### config.mk
export PLATFORM = sky130hd
export DESIGN_NAME = id_ex_pipe_reg
export DESIGN_NICKNAME = d
export VERILOG_FILES = /design/src/rtl/id_ex_pipe_reg.sv
export SDC_FILE = /design/constraint.sdc
export NUM_CORES = 1
export LEC_CHECK = 0
export ABC_AREA = 1
export CAP_MARGIN = 20
export CORE_ASPECT_RATIO = 1.75
export CORE_MARGIN = 5
export CORE_UTILIZATION = 25
export DETAILED_ROUTE_END_ITERATION = 8
export GPL_TIMING_DRIVEN = 0
export SLEW_MARGIN = 10
export SYNTH_ARGS = -nofsm -noshare
export SYNTH_HDL_FRONTEND = slang
export SYNTH_SLANG_ARGS = --single-unit
### constraint.sdc
create_clock -name CLK -period 2.45 [get_ports CLK]
set_clock_uncertainty 0.15 [all_clocks]
set_input_delay 0.49 -clock CLK [delete_from_list [all_inputs] [get_ports CLK]]
set_output_delay 0.49 -clock CLK [all_outputs]
set_load 0.01 [all_outputs]
### src/rtl/id_ex_pipe_reg.sv
// ID/EX pipeline register: captures decoded control and operand fields
// for the execute stage, with flush (bubble), freeze (hold) and counters.
//
// Ports:
//   CLK, RST            clock, synchronous active-high reset
//   flush, freeze       bubble insert (wins) / hold current contents
//   *_In / *_Out        decoded instruction fields, one-cycle latency
//   stall_cnt           saturating count of freeze-hold edges
//   flush_cnt           saturating count of flush edges
module id_ex_pipe_reg #(
    parameter int DATA_W = 32,
    parameter int CMD_W  = 4,
    parameter int ADDR_W = 4,
    parameter int CNT_W  = 16
) (
    input  logic              CLK,
    input  logic              RST,
    input  logic              flush,
    input  logic              freeze,
    input  logic              valid_In,
    input  logic              WB_EN_In,
    input  logic              MEM_R_EN_In,
    input  logic              MEM_W_EN_In,
    input  logic              B_In,
    input  logic              S_In,
    input  logic [CMD_W-1:0]  EXE_CMD_In,
    input  logic [DATA_W-1:0] PC_In,
    input  logic [DATA_W-1:0] Val_Rn_In,
    input  logic [DATA_W-1:0] Val_Rm_In,
    input  logic              imm_In,
    input  logic [11:0]       Shift_operand_In,
    input  logic [23:0]       Signed_imm_24_In,
    input  logic [ADDR_W-1:0] Dest_In,
    input  logic [3:0]        SR_In,
    output logic              valid_Out,
    output logic              WB_EN_Out,
    output logic              MEM_R_EN_Out,
    output logic              MEM_W_EN_Out,
    output logic              B_Out,
    output logic              S_Out,
    output logic [CMD_W-1:0]  EXE_CMD_Out,
    output logic [DATA_W-1:0] PC_Out,
    output logic [DATA_W-1:0] Val_Rn_Out,
    output logic [DATA_W-1:0] Val_Rm_Out,
    output logic              imm_Out,
    output logic [11:0]       Shift_operand_Out,
    output logic [23:0]       Signed_imm_24_Out,
    output logic [ADDR_W-1:0] Dest_Out,
    output logic [3:0]        SR_Out,
    output logic [CNT_W-1:0]  stall_cnt,
    output logic [CNT_W-1:0]  flush_cnt
);

    typedef struct packed {
        logic              valid;
        logic              wb_en;
        logic              mem_r_en;
        logic              mem_w_en;
        logic              b;
        logic              s;
        logic [CMD_W-1:0]  exe_cmd;
        logic [DATA_W-1:0] pc;
        logic [DATA_W-1:0] val_rn;
        logic [DATA_W-1:0] val_rm;
        logic              imm;
        logic [11:0]       shift_op;
        logic [23:0]       simm24;
        logic [ADDR_W-1:0] dest;
        logic [3:0]        sr;
    } payload_t;

    payload_t         pl_q, pl_d;
    logic [CNT_W-1:0] stall_q, stall_d;
    logic [CNT_W-1:0] flush_q, flush_d;

    always_comb begin
        pl_d    = pl_q;
        stall_d = stall_q;
        flush_d = flush_q;
        if (flush) begin
            pl_d = '0;
            if (flush_q != '1) flush_d = flush_q + CNT_W'(1);
        end else if (freeze) begin
            if (stall_q != '1) stall_d = stall_q + CNT_W'(1);
        end else begin
            // Side-effecting controls are qualified by valid so a dead
            // instruction can never write registers, memory or flags.
            pl_d.valid    = valid_In;
            pl_d.wb_en    = WB_EN_In & valid_In;
            pl_d.mem_r_en = MEM_R_EN_In & valid_In;
            pl_d.mem_w_en = MEM_W_EN_In & valid_In;
            pl_d.b        = B_In & valid_In;
            pl_d.s        = S_In & valid_In;
            pl_d.exe_cmd  = EXE_CMD_In;
            pl_d.pc       = PC_In;
            pl_d.val_rn   = Val_Rn_In;
            pl_d.val_rm   = Val_Rm_In;
            pl_d.imm      = imm_In;
            pl_d.shift_op = Shift_operand_In;
            pl_d.simm24   = Signed_imm_24_In;
            pl_d.dest     = Dest_In;
            pl_d.sr       = SR_In;
        end
    end

    always_ff @(posedge CLK) begin
        if (RST) begin
            pl_q    <= '0;
            stall_q <= '0;
            flush_q <= '0;
        end else begin
            pl_q    <= pl_d;
            stall_q <= stall_d;
            flush_q <= flush_d;
        end
    end

    assign valid_Out         = pl_q.valid;
    assign WB_EN_Out         = pl_q.wb_en;
    assign MEM_R_EN_Out      = pl_q.mem_r_en;
    assign MEM_W_EN_Out      = pl_q.mem_w_en;
    assign B_Out             = pl_q.b;
    assign S_Out             = pl_q.s;
    assign EXE_CMD_Out       = pl_q.exe_cmd;
    assign PC_Out            = pl_q.pc;
    assign Val_Rn_Out        = pl_q.val_rn;
    assign Val_Rm_Out        = pl_q.val_rm;
    assign imm_Out           = pl_q.imm;
    assign Shift_operand_Out = pl_q.shift_op;
    assign Signed_imm_24_Out = pl_q.simm24;
    assign Dest_Out          = pl_q.dest;
    assign SR_Out            = pl_q.sr;
    assign stall_cnt         = stall_q;
    assign flush_cnt         = flush_q;

endmodule

==> impl_metrics.toml, run 1 <==
[min_path]
worstHoldStart = "PC_Out[8]$_SDFFE_PP0N_"
hold_path_class = "reg2reg"

[cells_and_area]
syn_to_final_growth_pct = 62.8
fillerInstances = 2900
drive_gt1_share_pct = 5.95
nets = 1472

[route]
viasPerCell = 4.29
wl_per_cell_um = 15.5
wl_um = 26500
drc = 0
vias = 7309
drt_iter0_markers = 290
antenna_left = 0
drt-pass1-iter-count = 4

[clock_tree]
worstSkewPairLatency_ps = 450
htree_num_levels = 4
clkTransAtPathRegs_ps = 70
clock_sinks = 183
clockRootBuffer = "clkbuf_16"
cts_inserted_buffers = 17
post-cts-setup-buffers = 0
cts_tree = "yes"
cts_buffer_depth = 2
cts_resized = 0
cts_hold_buffers = 0

[timing]
setup_viol = 0
hold_ws_ps = 307
timing.slew.headroom_pct = 61.6
tightestPinTransition_ps = 577
hold_viol = 0
drv_slew = 0
min_period_ps = 2170
fmax_ghz = 0.461
fin_crit_sh_pct = 88.6
fin_ws_ps = 279
rsz0062_at_grt = "false"

[die]
initial_core_util_pct = 25.2
fp-row-count = 81
coreArea_um2 = 27900
die_y_um = 232
chipWidth_um = 137
io_pins = 338
fp.dieArea_um2 = 31700

[flow_run]
cap_violations = 0

[worst_setup_path]
critPathLaunchType = "flop"
cp-end-kind = "output port"
startpoint = "flush_cnt[9]$_SDFFE_PP0P_"
cp_max_fo = 6
path_cells = "clkdlybuf4s50_1"
crit_buf_inv = 1
critPathRequiredTime_ps = 1810
crit_arrival_ps = 1530
crit_family = "buffers and inverters"
crit_type = "reg2out"
slowest_delay_ps = 600
slowest_stage = "clkdlybuf4s50_1"
r2r-start = "stall_cnt[0]$_SDFFE_PP0P_"

[power_and_ir_drop]
ir_drop_v = 0.000490
power.density_nw_per_um2 = 579
cellLeakagePower_nw = 4.17

[grt]
antenna_found_initial = 1
grt_use_total_pct = 16.6
grt_overflow_total = 0
grt_pass1_wl_um = 39900
grt_pass1_vias = 7211
grt_max_degree = 17

[outcome]
status = "finished, final reports clean"

[yosys]
syn-instance-count = 960
ys.warnings.count = 0
syn_area_um2 = 7020
ys_seq_area_share_pct = 52.2
syn-num-nets = 1117
yosysUniqueCellTypes = 24
ys_ff_latch = 183
avgSynthCellArea_um2 = 7.31

[placed_design]
dp_hpwl_um = 20800
port_buffers = 336
pre_cts_ws_ps = -161
place_congestion = 0.896
## metal layers
| metal | vias to the layer above | global-route usage (%) | share of wire (%) |
|---|---|---|---|
| met1 | 3236 | 16.9 | 36 |
| met4 | 0 | 8.51 | 3.7 |
| met5 | - | 0 | 0 |
| li1 | 3789 | - | - |
| met2 | 238 | 30.2 | 53 |
| met3 | 46 | 4.78 | 7.0 |
## synthesized netlist by cell type (all sizes together)
cell type  number  share of area (%)
and2            1              0.089
nor3            3               0.21
ha              2               0.36
nand3          40                3.3
clkinv          1              0.071
nand4           4               0.36
nor2b           1              0.089
inv            25                1.3
a21oi         175                 12
nand3b          2               0.21
nor2           83                4.9
nand2         384                 21
buf            29                2.3
o21ai           2               0.14
dfxtp         183                 52
clkbuf         25                1.3
## sequential cells by signal, summed over array words and instances, names as in the netlist, 12 cells and up
| signal | cells |
|---|---|
| PC_Out | 32 |
| flush_cnt | 16 |
| Val_Rn_Out | 32 |
| Val_Rm_Out | 32 |
| Signed_imm_24_Out | 24 |
| Shift_operand_Out | 12 |
| stall_cnt | 16 |
## report_power, final
part / internal [mW] / switching [mW]
Combinational: 0.437 / 0.346
Sequential: 3.06 / 0.0465
Clock: 1.52 / 1.21
## path summary, 6_finish.rpt
kind	end	slack (ps)	cells after the start
worst min register to register	PC_Out[8]$_SDFFE_PP0N_	310	2
worst max-delay path	flush_cnt[9]	280	1
worst max register to register	stall_cnt[7]$_SDFFE_PP0P_	680	7
worst min-delay path	PC_Out[8]$_SDFFE_PP0N_	310	2
## worst register-to-register path, cell delays in order (launching register included)
cell	delay (ps)
dfxtp_1	410
ha_1	200
nand3_1	160
nor2_2	190
nand3_2	170
buf_6	200
a21oi_1	130
nor2_1	60
## cells by family (layout without fill, tap and decap cells)
| logic type | Yosys count | count (layout) | share of synthesized area (%) |
|---|---|---|---|
| AO/OA/AOI/OAI | 177 | 177 | 12.6 |
| adder cells (fa/ha/maj) | 2 | 2 | 0.356 |
| buffers and inverters | 80 | 448 | 5.03 |
| flip-flops | 183 | 183 | 52.2 |
| other | 0 | 1 | 0 |
| AND/OR/NAND/NOR | 518 | 518 | 29.8 |
## stage by stage
stage	cells	area [um2]	TNS, ps	util, %	power [mW]
2_1_floorplan	960	7020	0	-	3.44
3_3_place_gp	1669	10900	-14990	38.9	3.96
3_5_place_dp	1669	10900	-12700	38.9	3.96
4_1_cts	1701	11400	0	41.0	6.74
5_1_grt	1702	11400	0	41.0	6.91
6_report	1702	11400	0	41.0	6.61
## placed cells by master (no fill, tap or decap)
cell type,n
clkbuf_16,17
diode_2,1
bufinv_16,1
buf_4,1
inv_2,4
nor2_1,76
dfxtp_1,183
nand3b_1,2
clkinv_4,2
clkdlybuf4s50_1,336
nand2_2,3
nand2_1,381
nor2_4,3
and2_1,1
inv_6,2
clkbuf_1,27
nand4_1,4
o21ai_0,2
clkinvlp_4,2
a21oi_1,175
buf_2,26
buf_6,2
nand3_2,4
nand3_4,1
clkbuf_8,4
nand3_1,35
nor3_1,3
clkinv_2,3
nor2_2,4
ha_1,2
inv_1,21
nor2b_1,1
## area by class of cell
type	count	area [um2]	share of cell area [%]
plain buffers	54	254	2.22
inverters	26	98.8	0.865
flip-flops and latches	183	3660	32.0
multi-input cells	697	3000	26.3
clock buffers	23	488	4.27
diodes	1	2.50	0.0219
repair buffers	336	3360	29.4
clock inverters	9	90.1	0.788
well taps	373	467	4.08
No activity file was read; power rests on OpenSTA's default activity.
==> inputs of run 2 (changes only) <==
--- a/config.mk
+++ b/config.mk
@@ -12,7 +12,6 @@
 export CORE_UTILIZATION = 25
 export DETAILED_ROUTE_END_ITERATION = 8
 export GPL_TIMING_DRIVEN = 0
-export SLEW_MARGIN = 10
 export SYNTH_ARGS = -nofsm -noshare
 export SYNTH_HDL_FRONTEND = slang
 export SYNTH_SLANG_ARGS = --single-unit
==> results of run 2 <==
No change in the layout: final DEF, timing and power equal those of run 1.
==> inputs of run 3 (changes only) <==
--- a/config.mk
+++ b/config.mk
@@ -9,9 +9,11 @@
 export CAP_MARGIN = 20
 export CORE_ASPECT_RATIO = 1.75
 export CORE_MARGIN = 5
-export CORE_UTILIZATION = 25
+export CORE_UTILIZATION = 35
 export DETAILED_ROUTE_END_ITERATION = 8
+export GPL_ROUTABILITY_DRIVEN = 0
 export GPL_TIMING_DRIVEN = 0
+export PLACE_DENSITY = 0.71
 export SYNTH_ARGS = -nofsm -noshare
 export SYNTH_HDL_FRONTEND = slang
 export SYNTH_SLANG_ARGS = --single-unit
==> run 3 against run 2 <==
Effect of this change:
- largest cell class unchanged
- combinational power hardly changed
- highest routed layer unchanged
- design area is 1.3% lower
- utilization is 16 points higher
- sequential power hardly changed
- register-to-register slack worse by 50 ps
- maximum frequency is 1.6% higher
- die area is 27% lower
- critical path type unchanged
==> impl_metrics.toml, run 3 (synthesis gave the netlist of run 1 again) <==
[cells_and_area]
mostFrequentLayoutCells = "nand2_1 (381), clkdlybuf4s50_1 (336), dfxtp_1 (183), a21oi_1 (175), nor2_1 (76)"
drive_gt1_share_pct = 6.02
multi_input_area_um2 = 3000
regArea_um2 = 3660
fin_util_pct = 57.1
nets = 1472
finalInstanceArea_um2 = 11300
syn_to_final_growth_pct = 60.7
layout_commonest_cell = "nand2_1"
fillerInstances = 1862
stdcell_count = 1574

[power_and_ir_drop]
p_clk_share_pct = 41.5
ir_drop_v = 0.000500
power.density_nw_per_um2 = 589
cellLeakagePower_nw = 4.16
power_frac_comb_pct = 11.8
p_total_mw = 6.64
p_sw_share_pct = 24.2
p_int_mw = 5.04
power_frac_seq_pct = 46.7
p_sw_mw = 1.60

[clock_tree]
cts_hold_buffers = 0
post-cts-setup-buffers = 0
clock_sinks = 183
clkTransAtPathRegs_ps = 70
cts_resized = 0
htree_num_levels = 4
worstSkewPairLatency_ps = 430
cts_tree = "yes"
cts_inserted_buffers = 17
clockRootBuffer = "clkbuf_16"
cts_buffer_depth = 2

[placed_design]
port_buffers = 336
dp_cells = 1541
place_area_um2 = 10700
dp_hpwl_um = 19600
pre_cts_ws_ps = -54.9

[die]
io_pins = 338
die_y_um = 197
fp-row-count = 68
initial_core_util_pct = 35.6
chipWidth_um = 117
coreArea_um2 = 19700
fp.dieArea_um2 = 23100

[timing]
fin_crit_sh_pct = 87.2
drv_slew = 0
tightestPinTransition_ps = 539
fin_ws_ps = 314
setup_viol = 0
setup_tns_ps = 0
rsz0062_at_grt = "false"
hold_ws_ps = 307
hold_viol = 0
timing.slew.headroom_pct = 64.1
fmax_ghz = 0.468
min_period_ps = 2140

[route]
vias = 7371
drc = 0
drt_iter0_markers = 320
viasPerCell = 4.68
antenna_left = 0
drt-pass1-iter-count = 4
wl_per_cell_um = 15.9
wl_um = 25100

[worst_setup_path]
cp_max_fo = 7
reg2regPathDepth = 7
critPathLaunchType = "flop"
slowest_stage = "clkdlybuf4s50_1"
path_cells = "clkdlybuf4s50_1"
crit_type = "reg2out"
cp-end-kind = "output port"
crit_family = "buffers and inverters"
critPathRequiredTime_ps = 1810
crit_arrival_ps = 1500
path_depth = 1
crit_buf_inv = 1
slowest_delay_ps = 590

[grt]
antenna_found_initial = 1
grt_overflow_total = 0
grt_max_degree = 17
grt_use_total_pct = 21.3
grt_pass1_wl_um = 37900
grt_pass1_vias = 7177

[min_path]
hold_path_class = "reg2reg"
hold_depth = 2

[flow_run]
cap_violations = 0

[outcome]
status = "finished, final reports clean"
## run 3: cell count changes in the layout (fill, tap and decap cells not counted), sizes merged
cell	previous run	this run
clkbuf	48	44
clkinvlp	2	4
inv	27	29
bufinv	1	2
clkinv	5	4
## run 3: cell type report
type                    count  share of cell area (%)
diodes                      1                  0.0222
plain buffers              54                    2.25
clock buffers              19                    3.93
clock inverters            13                    1.28
inverters                  26                   0.876
multi-input cells         697                    26.6
flip-flops and latches    183                    32.5
well taps                 245                    2.72
repair buffers            336                    29.8
## run 3: final timing paths
path / start / to / slack, ps
setup / recovery: flush_cnt[10]$_SDFFE_PP0P_ / flush_cnt[10] / 310
hold reg to reg: PC_Out[8]$_SDFFE_PP0N_ / PC_Out[8]$_SDFFE_PP0N_ / 310
hold / removal: PC_Out[8]$_SDFFE_PP0N_ / PC_Out[8]$_SDFFE_PP0N_ / 310
setup reg to reg: stall_cnt[0]$_SDFFE_PP0P_ / stall_cnt[10]$_SDFFE_PP0P_ / 630
## run 3: power by group through the flow
stage | clock network, mW | registers, mW | logic, mW
5_1_grt | 2.95 | 3.11 | 0.849
3_5_place_dp | 0 | 3.17 | 0.786
2_1_floorplan | 0 | 3.21 | 0.238
3_3_place_gp | 0 | 3.17 | 0.782
6_report | 2.76 | 3.10 | 0.780
4_1_cts | 2.82 | 3.10 | 0.790
## run 3: per-layer routing
| metal | GRT usage [%] | wire, um | up-vias |
|---|---|---|---|
| met1 | 22.1 | 9130 | 3280 |
| met3 | 6.04 | 1790 | 48 |
| met4 | 11.1 | 1150 | 0 |
| li1 | - | - | 3788 |
| met5 | 0 | 0 | - |
| met2 | 37.8 | 13000 | 255 |
